### config.mk
export PLATFORM = sky130hd
export DESIGN_NAME = alu_issue_unit_flat
export DESIGN_NICKNAME = d
export VERILOG_FILES = /design/src/rtl/alu_issue_if.sv /design/src/rtl/alu_issue_unit.sv /design/src/flat_wrapper.sv
export SDC_FILE = /design/constraint.sdc
export NUM_CORES = 1
export LEC_CHECK = 0
export CORE_ASPECT_RATIO = 0.8
export CORE_MARGIN = 5
export CORE_UTILIZATION = 58
export DETAILED_ROUTE_END_ITERATION = 16
export PLACE_DENSITY = 0.81
export SYNTH_ARGS = -nofsm -noshare
export SYNTH_HDL_FRONTEND = slang
export SYNTH_SLANG_ARGS = --single-unit
export TNS_END_PERCENT = 5
### constraint.sdc
create_clock -name clk -period 15.4 [get_ports clk]
set_input_delay 3.08 -clock clk [delete_from_list [all_inputs] [get_ports clk]]
set_output_delay 3.08 -clock clk [all_outputs]
set_load 0.02 [all_outputs]
### src/rtl/alu_issue_if.sv
// Instruction handshake and execute-stage bus between the issue unit and its ALU/driver side.
// The slave modport is the issue unit; the master modport is the instruction source plus ALU.
interface alu_issue_if #(
    parameter int DATA_W = 32
);
    logic              instr_valid;
    logic [31:0]       instr;
    logic              instr_ready;
    logic              exe_valid;
    logic [DATA_W-1:0] exe_operand1;
    logic [DATA_W-1:0] exe_operand2;
    logic [2:0]        exe_alu_control;
    logic [DATA_W-1:0] alu_result;

    modport slave (
        input  instr_valid, instr, alu_result,
        output instr_ready, exe_valid, exe_operand1, exe_operand2, exe_alu_control
    );

    modport master (
        output instr_valid, instr, alu_result,
        input  instr_ready, exe_valid, exe_operand1, exe_operand2, exe_alu_control
    );
endinterface

### src/rtl/alu_issue_unit.sv
// Decode/issue front end for a combinational ALU: 8x32 register file, one-deep
// execute->decode bypass, halt, debug read port and saturating retire counter.
module alu_issue_unit #(
    parameter int DATA_W   = 32,
    parameter int RETIRE_W = 16
) (
    input  logic                clk,
    input  logic                rst,
    alu_issue_if.slave          bus,
    input  logic [2:0]          dbg_addr,
    output logic [DATA_W-1:0]   dbg_data,
    output logic [RETIRE_W-1:0] retired,
    output logic                halted
);
    localparam logic [2:0] OP_NOP  = 3'b110;
    localparam logic [2:0] OP_HALT = 3'b111;

    logic [DATA_W-1:0]   r_rf [8];
    logic                r_vld_p1;
    logic [DATA_W-1:0]   r_op1_p1;
    logic [DATA_W-1:0]   r_op2_p1;
    logic [2:0]          r_ctrl_p1;
    logic [2:0]          r_rd_p1;
    logic [RETIRE_W-1:0] r_retired;
    logic                r_halted;

    logic [2:0]          w_op;
    logic                w_imm_sel;
    logic [2:0]          w_rd;
    logic [2:0]          w_rs1;
    logic [2:0]          w_rs2;
    logic [18:0]         w_imm19;
    logic signed [DATA_W-1:0] w_imm_ext;
    logic                w_accept;
    logic                w_issue;
    logic [DATA_W-1:0]   w_src1;
    logic [DATA_W-1:0]   w_src2;
    logic [DATA_W-1:0]   w_operand2;

    assign w_op      = bus.instr[31:29];
    assign w_imm_sel = bus.instr[28];
    assign w_rd      = bus.instr[27:25];
    assign w_rs1     = bus.instr[24:22];
    assign w_rs2     = bus.instr[21:19];
    assign w_imm19   = bus.instr[18:0];
    assign w_imm_ext = {{(DATA_W-19){w_imm19[18]}}, w_imm19};

    assign w_accept  = bus.instr_valid && !r_halted;
    assign w_issue   = w_accept && (w_op != OP_NOP) && (w_op != OP_HALT);

    // The instruction in execute has not written back yet, so its result is
    // forwarded straight from the ALU and takes priority over the register file.
    function automatic logic [DATA_W-1:0] read_src(
        input logic [2:0]        sel,
        input logic              fwd_vld,
        input logic [2:0]        fwd_rd,
        input logic [DATA_W-1:0] fwd_val,
        input logic [DATA_W-1:0] rf_val
    );
        if (sel == 3'd0)                  return '0;
        else if (fwd_vld && fwd_rd == sel) return fwd_val;
        else                               return rf_val;
    endfunction

    assign w_src1     = read_src(w_rs1, r_vld_p1, r_rd_p1, bus.alu_result, r_rf[w_rs1]);
    assign w_src2     = read_src(w_rs2, r_vld_p1, r_rd_p1, bus.alu_result, r_rf[w_rs2]);
    assign w_operand2 = w_imm_sel ? w_imm_ext : w_src2;

    // Stage p0 -> p1: decode and register operands for the ALU.
    always_ff @(posedge clk or posedge rst) begin
        if (rst) begin
            r_vld_p1  <= 1'b0;
            r_op1_p1  <= '0;
            r_op2_p1  <= '0;
            r_ctrl_p1 <= '0;
            r_rd_p1   <= '0;
            r_halted  <= 1'b0;
        end else begin
            r_vld_p1 <= w_issue;
            if (w_issue) begin
                r_op1_p1  <= w_src1;
                r_op2_p1  <= w_operand2;
                r_ctrl_p1 <= w_op;
                r_rd_p1   <= w_rd;
            end
            if (w_accept && w_op == OP_HALT)
                r_halted <= 1'b1;
        end
    end

    // Stage p1 -> writeback: capture the ALU result and count the retirement.
    always_ff @(posedge clk or posedge rst) begin
        if (rst) begin
            for (int k = 0; k < 8; k++)
                r_rf[k] <= '0;
            r_retired <= '0;
        end else if (r_vld_p1) begin
            if (r_rd_p1 != 3'd0)
                r_rf[r_rd_p1] <= bus.alu_result;
            if (r_retired != {RETIRE_W{1'b1}})
                r_retired <= r_retired + RETIRE_W'(1);
        end
    end

    assign bus.instr_ready     = !r_halted;
    assign bus.exe_valid       = r_vld_p1;
    assign bus.exe_operand1    = r_op1_p1;
    assign bus.exe_operand2    = r_op2_p1;
    assign bus.exe_alu_control = r_ctrl_p1;

    assign dbg_data = (dbg_addr == 3'd0) ? '0 : r_rf[dbg_addr];
    assign retired  = r_retired;
    assign halted   = r_halted;
endmodule

### src/flat_wrapper.sv
// flat-port wrapper written by rule: the top's interface ports become plain ports
module alu_issue_unit_flat 
#(
    parameter int DATA_W   = 32,
    parameter int RETIRE_W = 16
)
  (clk, rst, dbg_addr, dbg_data, retired, halted, bus_instr_valid, bus_instr, bus_alu_result, bus_instr_ready, bus_exe_valid, bus_exe_operand1, bus_exe_operand2, bus_exe_alu_control);
  alu_issue_if #(.DATA_W(DATA_W)) bus_i ();
  input  logic clk;
  input  logic rst;
  input  logic [2:0] dbg_addr;
  output logic [DATA_W-1:0] dbg_data;
  output logic [RETIRE_W-1:0] retired;
  output logic halted;
  input wire logic [$bits(bus_i.instr_valid)-1:0] bus_instr_valid;
  input wire logic [$bits(bus_i.instr)-1:0] bus_instr;
  input wire logic [$bits(bus_i.alu_result)-1:0] bus_alu_result;
  output wire logic [$bits(bus_i.instr_ready)-1:0] bus_instr_ready;
  output wire logic [$bits(bus_i.exe_valid)-1:0] bus_exe_valid;
  output wire logic [$bits(bus_i.exe_operand1)-1:0] bus_exe_operand1;
  output wire logic [$bits(bus_i.exe_operand2)-1:0] bus_exe_operand2;
  output wire logic [$bits(bus_i.exe_alu_control)-1:0] bus_exe_alu_control;
  assign bus_i.instr_valid = bus_instr_valid;
  assign bus_i.instr = bus_instr;
  assign bus_i.alu_result = bus_alu_result;
  assign bus_instr_ready = bus_i.instr_ready;
  assign bus_exe_valid = bus_i.exe_valid;
  assign bus_exe_operand1 = bus_i.exe_operand1;
  assign bus_exe_operand2 = bus_i.exe_operand2;
  assign bus_exe_alu_control = bus_i.exe_alu_control;
  alu_issue_unit #(.DATA_W(DATA_W), .RETIRE_W(RETIRE_W)) u_core (.clk(clk), .rst(rst), .bus(bus_i), .dbg_addr(dbg_addr), .dbg_data(dbg_data), .retired(retired), .halted(halted));
endmodule
======== Word level (Yosys, flattened, before mapping) ========
Index checks and enable logic that the tools add are counted.
cells by class
  reductions and logical operators ........ 14
  $lt $le $gt $ge ......................... 5
  eq/ne operators ......................... 6
  bitwise operators ....................... 4
  multiplexer cells ....................... 18
  add/subtract/negate cells ............... 1
operators by type and width
  operator                                             number
  two-way mux 32 bit                                   13
  binary-select mux 32 bit (select 3 bit)              3
  bitwise mux 256 bit                                  1
  demux 32 bit (select 3 bit)                          1
  adder 16 x 1 -> 16 bit (second input constant)       1
  >= comparator 4 bit (second input constant)          4
  inequality test 16 bit (second input constant)       1
  inverter 3 -> 4 bit                                  4
  logical NOT 3 bit                                    3
  logical AND 1 bit                                    7
  == test 3 bit                                        2
  inequality test 3 bit (second input constant)        2
  < comparator 4 x 1 -> 1 bit (second input constant)  1
  AND reduction 2 bit                                  2
  == test 3 bit (second input constant)                1
  nonzero test 3 bit                                   1
  logical NOT 1 bit                                    1
storage, ports and cells
  bits in registers ....................... 344
  output and inout bits ................... 118
  logic and storage cells ................. 63

======== Depth between registers and ports, before layout ========
Gate-level depths: netlist of run 1.
  word-level depth ........................ 7
  mapped depth ............................ 7

======== Least setup slack after synthesis of run 1 ========
No wires, ideal clock.
  kind .................................... input -> output
  start ................................... in dbg_addr[0]
  end ..................................... out dbg_data[31]
  arrival ................................. 4.416 ns
  buffers on the path ..................... 3
  stages .................................. 5
  slack ................................... 7.904 ns
  data required time ...................... 12.320 ns
  cell sequence ........................... buf_2 -> buf_4 -> buf_1 -> a22oi_1 -> o21ai_0
between the ends
  cells in the longest elaborated chain, start to end .. 5
  elaborated cells between the ends (all ways) .. 6
  classes of those cells .................. mux: 4; bitwise: 1; reduce/logical: 1
ends and longest elaborated chain
  element                                                line                   source
  start, declared                                        flat_wrapper.sv:11     input logic [2:0] dbg_addr;
  inverter 3 -> 4 bit (implied by the code)              alu_issue_unit.sv:111  assign dbg_data = (dbg_addr == 3'd0) ? '0 : r_rf[dbg_addr];
  binary-select mux 32 bit (select 3 bit)                alu_issue_unit.sv:111
  two-way mux 32 bit (implied by the code) (2 in a row)  alu_issue_unit.sv:111
  two-way mux 32 bit (*)                                 alu_issue_unit.sv:111
  end, declared                                          flat_wrapper.sv:12     output logic [DATA_W-1:0] dbg_data;
Mark *: on every way between the ends. The rest lies on a longest branch, timed or not. The select of a mux whose other input is x is not followed.

======== Final worst setup path of run 1 ========
  start ................................... in dbg_addr[1]
  end ..................................... out dbg_data[31]
The elaborated chain is that of the path after synthesis.

==> flow_metrics.tcl, run 1 <==
set metrics [dict create \
    path_delay_family "buffers and inverters" \
    total_power_uw 1980 \
    wl_met2_um 26900 \
    cts.clk_slew.worst_paths_ns 0.06 \
    fp.dieW_um 207 \
    final_layout_size_suffix_gt1_share_pct 21.1 \
    dp_cells 2168 \
    num_rows 57 \
    coreArea_um2 30500 \
    wl_met3_um 7770 \
    finalWeightedCongestion 0.885 \
    final_cells 2223 \
    drtAntennaViolNets 0 \
    grt_max_degree 177 \
    dp_hpwl_um 34600 \
    wl_met1_um 23600 \
    initial_core_util_pct 59.2 \
    synth_area_leaders "dfrtp_1, mux2_2, mux4_2" \
    power_leakage_uw 0.00896 \
    setup_viol 0 \
    synth_nets 1777 \
    rsz0062_at_grt "no" \
    fin_nets 1859 \
    hold_viol_final 0 \
    synth.top_cell.area_share_pct 43.2 \
    worst-path-buf-inv 3 \
    die_area_um2 34800 \
    switchingPower_uw 533 \
    status "completed" \
    synth.top_cells.by_count "dfrtp_1, mux2_2, nor2_1, inv_1, nand2_1" \
    async_flop_share_pct 100 \
    fin_skew_ns 0.0160 \
    syn-mean-instance-area_um2 10.6 \
    ctsHoldBuffers 0 \
    die_h_um 168 \
    detail_route.wl_per_cell_um 27.3 \
    seq_area_um2 7810 \
    drc 0 \
    area_delta_synth_final_pct 16.0 \
    synth_area_um2 18100 \
    p_int_uw 1450 \
    ir_drop_uv 97.5 \
    ys_ff_latch 312 \
    htree_levels 1 \
    route.vias.total 16023 \
    setup.worst_path.start_class "input port" \
    cpMaxStageDelayCell "nor2b_2" \
    synth_warnings 0 \
    fin_setup_tns_ns 0 \
    period_share_pct 58.7 \
    crit_chain "buf_2, nor2b_2, buf_4, a22oi_1, o21ai_0, clkdlybuf4s50_1" \
    clockBufferDepth 3 \
    grt_pass1_vias 16169 \
    grt_remaining_overflow 0 \
    setup.worst_path.end_class "primary output" \
    n_fill_cell 2308 \
    synth_top_area_cell "dfrtp_1" \
    grt_pass1_wl_um 94600 \
    cts-resized-gates 0 \
    cap_violations 0 \
    grt_antenna_before_repair 1 \
    cpPeakStageDelay_ns 0.72 \
    swShare_pct 26.9 \
    maxUsedRoutingLayer "met4" \
    drt_iter0_drc 2107 \
    cts_tree "done" \
    wl_um 60800 \
    root_buffer "clkbuf_16" \
    synthCells 1706 \
    numPortBuffers 187 \
    numCtsBuffers 31 \
    grt.total_usage_pct 33.7 \
    path_max_fanout 20 \
    yosysUniqueCellTypes 59 \
    drtPass1Iterations 6 \
    worstMarginPinSlew_ns 1.24 \
    final.min_clock_period_ns 9.04 \
    max_freq_mhz 111 \
    drv_slew 0 \
    holdCritPathClass "reg2reg" \
    combPwrFrac_pct 14.5 \
    power_frac_seq_pct 44.4 \
    clkPwrFrac_pct 41.1 \
    synth_most_common_cell "dfrtp_1" \
    slew_headroom_pct 17.2 \
    post_cts_buffers 0 \
    multi_input_area_um2 9020 \
    power_density_nw_per_um2 94.5 \
    ios 188 \
    synth_ff_type "dfrtp_1" \
    clkLatencyLatePin_ns 0.59 \
    drt-vias-per-instance 7.21 \
    synth_edf_count 0 \
    required_ns 12.32 \
    clock_sinks 312 \
    ys_seq_area_share_pct 43.2 \
    crit_type "in2out" \
    critical_path_arrival_ns 5.96 \
]
registers in the layout, summed over array words and instances (netlist names):
signal                      flops
u_core.bus.exe_operand1        32
u_core.r_rf                   224
u_core.bus.exe_valid            1
u_core.retired                 16
u_core.r_rd_p1                  3
u_core.bus.exe_alu_control      3
u_core.halted                   1
u_core.bus.exe_operand2        32
final cells by class:
cell class	instances	area share [%]
Antenna cell	1	0.0119
Clock buffer	45	4.43
Clock inverter	9	0.711
Inverter	125	2.28
Multi-Input combinational cell	1104	43.0
Sequential cell	312	37.3
Tap cell	413	2.47
Timing Repair Buffer	214	9.80
logic make-up after synthesis:
kind of cell               synth area share [%]
xor gates and xnor gates                  0.970
buffers and inverters                      6.92
DFF                                        43.2
muxes                                      22.0
AOI/OAI and AO/OA                          20.0
adders and majority gates                0.0693
and+or+nand+nor                            6.82
metrics by stage:
step	area, um^2	hold WS [ns]	util (%)	worst slack (ns)
final	20900	0.485	68.6	6.36
after global routing	20900	0.505	68.6	6.32
after CTS	20900	0.489	68.6	6.52
after detailed placement	19900	0.473	65.1	6.52
after global placement	19900	0.472	65.1	6.55
after floorplan	18100	0.496	-	3.69
cells in the final DEF (no fill, tap or decap), drive strengths merged, types with 4 or more instances in the layout:
master and instances:
dfrtp 312, mux2 257, clkdlybuf4s50 178, nor2 129, inv 126, nand2 68
o22ai 66, a21oi 65, a31oi 56, clkbuf 45, buf 36, mux2i 35
o211ai 34, mux4 32, a221oi 32, a2bb2oi 32, a211oi 32, a32oi 32
o31ai 32, a41oi 32, o32ai 31, o221ai 25, nand3 24, xnor2 17
o21ai 9, nand4 7, nand2b 7, nor3 5, a311oi 4, o22a 4
clkinv 4, bufinv 4, or2 4
metal layers:
layer	up-vias	global-route usage [%]
met4	0	14.2
met3	240	8.24
met2	1351	50.5
met1	7791	47.3
li1	6641	-
met5	-	0
power groups by stage:
| stage | logic (uW) | clock network (uW) | registers (uW) |
|---|---|---|---|
| 3_5_place_dp | 279 | 0 | 891 |
| 2_1_floorplan | 176 | 0 | 886 |
| 4_1_cts | 282 | 816 | 877 |
| 5_1_grt | 305 | 854 | 881 |
| 6_report | 287 | 813 | 879 |
| 3_3_place_gp | 271 | 0 | 890 |
worst min-delay path: cells and delay by family (launching register included):
family / cells / cell delay (ns)
flip-flops: 1 / 0.35
AND/OR/NAND/NOR: 2 / 0.11
final timing paths:
path	slack, ns	endpoint	start	depth (start not counted)
setup / recovery	6.36	dbg_data[31]	dbg_addr[1]	6
hold / removal	0.49	u_core.bus.exe_alu_control[0]	u_core.bus.exe_alu_control[0]	2
setup reg to reg	11.67	u_core.bus.exe_operand2[12]	u_core.halted	7
max in group asynchronous	10.81	u_core.r_rf[149]	rst	3
min in group asynchronous	3.08	u_core.r_rf[221]	rst	2
hold reg to reg	0.49	u_core.bus.exe_alu_control[0]	u_core.bus.exe_alu_control[0]	2
(Power assumes the default switching activity.)
==> run 2, diff against run 1 <==
- CORE_UTILIZATION: 58 -> 52
- PLACE_DENSITY: 0.81 -> 0.77
- clock period: 15.4 -> 7.9 ns (I/O delays scaled with it)
==> run 2 against run 1 <==
Net effect:
- combinational power increased by 97%
- sequential power increased by 95%
- critical path type unchanged
- first-iteration DRC count decreased by 7.8%
- final cell count increased by 3.0%
- largest power group unchanged
- hold slack improved by 0.0030 ns
- critical endpoint unchanged
- die area increased by 11%
- clock power increased by 110%
==> flow_metrics.tcl, run 2 (synthesis results as in run 1) <==
set metrics [dict create \
    fin_nets 1865 \
    largest_register "u_core.r_rf" \
    numCtsBuffers 34 \
    path_max_fanout 27 \
    grt_remaining_overflow 0 \
    htree_levels 2 \
    holdCritPathClass "reg2reg" \
    grt_pass1_wl_um 93800 \
    drtPass1Iterations 6 \
    whs_ns 0.488 \
    cts.clk_slew.worst_paths_ns 0.05 \
    die_h_um 177 \
    placed_cell_area_um2 20000 \
    clkPwrFrac_pct 42.3 \
    coreArea_um2 34500 \
    combPwrFrac_pct 14.3 \
    post_cts_buffers 0 \
    grt_antenna_before_repair 0 \
    drv_slew 0 \
    num_rows 61 \
    antenna_cells 0 \
    fin_setup_tns_ns 0 \
    final_cell_mix "dfrtp_1, mux2_2, clkdlybuf4s50_1" \
    final_cells 2290 \
    ios 188 \
    clock_sinks 312 \
    finalWeightedCongestion 0.878 \
    grt_max_degree 150 \
    die_area_um2 38600 \
    hold_viol_final 0 \
    final.min_clock_period_ns 6.11 \
    power_frac_seq_pct 43.4 \
    wl_um 61600 \
    power_leakage_uw 0.00901 \
    drt-vias-per-instance 6.96 \
    setup_viol 0 \
    crit_type "in2out" \
    fin_area_um2 21100 \
    seq_area_um2 7810 \
    dp_cells 2230 \
    largest_register_ff_count 224 \
    critical_path_arrival_ns 4.53 \
    setup.worst_path.start_class "input port" \
    max_freq_mhz 164 \
    required_ns 6.32 \
    route.vias.total 15937 \
    final_common_cell "dfrtp_1" \
    fin_skew_ns 0.0208 \
    final_layout_size_suffix_gt1_share_pct 21.4 \
    status "completed" \
    numPortBuffers 187 \
    multi_input_area_um2 9020 \
    final_core_util_pct 61.3 \
    n_fill_cell 2859 \
    dp_hpwl_um 34900 \
    switchingPower_uw 1060 \
    drt_iter0_drc 1942 \
    cts-resized-gates 0 \
    setup.worst_path.end_class "primary output" \
    cap_violations 0 \
    rsz0062_at_grt "no" \
    p_int_uw 2880 \
    slew_headroom_pct 17.5 \
    power_density_nw_per_um2 186 \
    worstMarginPinSlew_ns 1.24 \
    drtAntennaViolNets 0 \
    cts_tree "done" \
    grt.total_usage_pct 31.0 \
    drc 0 \
    detail_route.wl_per_cell_um 26.9 \
    root_buffer "clkbuf_16" \
    clkLatencyLatePin_ns 0.54 \
    ctsHoldBuffers 0 \
    initial_core_util_pct 52.4 \
    clockBufferDepth 3 \
    ir_drop_uv 147 \
    period_share_pct 77.4 \
    fp.dieW_um 218 \
    grt_pass1_vias 15802 \
    swShare_pct 27.0 \
    area_delta_synth_final_pct 17.0 \
]
## run 2: routing by layer
metal	vias to the layer above	share of wire, %	global-route usage (%)
met3	219	12	8.53
met4	0	3.9	12.3
met5	-	0	0
met2	1158	44	45.8
met1	7906	41	43.7
li1	6654	-	-
## run 2: final cells by class
| class | count | area share [%] |
|---|---|---|
| Clock buffer | 50 | 4.99 |
| Inverter | 125 | 2.24 |
| Tap cell | 472 | 2.79 |
| Multi-Input combinational cell | 1104 | 42.7 |
| Timing Repair Buffer | 217 | 9.87 |
| Clock inverter | 10 | 0.503 |
| Sequential cell | 312 | 36.9 |
## run 2: worst max-delay path: stages
cell and delay [ns]:
buf_4 0.26, nor2b_2 0.95, buf_4 0.46, a22oi_1 0.14
o21ai_0 0.42, clkdlybuf4s50_1 0.70
## run 2: final timing paths
kind	from	end	slack, ns	cells past startpoint
setup reg to reg	u_core.halted	u_core.bus.exe_operand1[31]	4.61	4
max in group asynchronous	rst	u_core.r_rf[102]	4.72	4
hold reg to reg	u_core.retired[13]	u_core.retired[13]	0.49	1
min in group asynchronous	rst	u_core.r_rf[188]	1.48	2
hold / removal	u_core.retired[13]	u_core.retired[13]	0.49	1
setup / recovery	dbg_addr[0]	dbg_data[31]	1.79	6
## run 2: power by group through the flow
stage | clock, uW | combinational (uW) | sequential (uW)
2_1_floorplan | 0 | 344 | 1730
3_3_place_gp | 0 | 539 | 1730
3_5_place_dp | 0 | 551 | 1740
4_1_cts | 1680 | 555 | 1710
5_1_grt | 1750 | 601 | 1720
6_report | 1670 | 564 | 1710
## run 2: stage by stage
stage	worst slack (ns)	power (uW)
5_1_grt	1.76	4070
6_report	1.79	3940
2_1_floorplan	2.17	2070
3_3_place_gp	1.94	2270
4_1_cts	1.91	3940
3_5_place_dp	1.91	2290
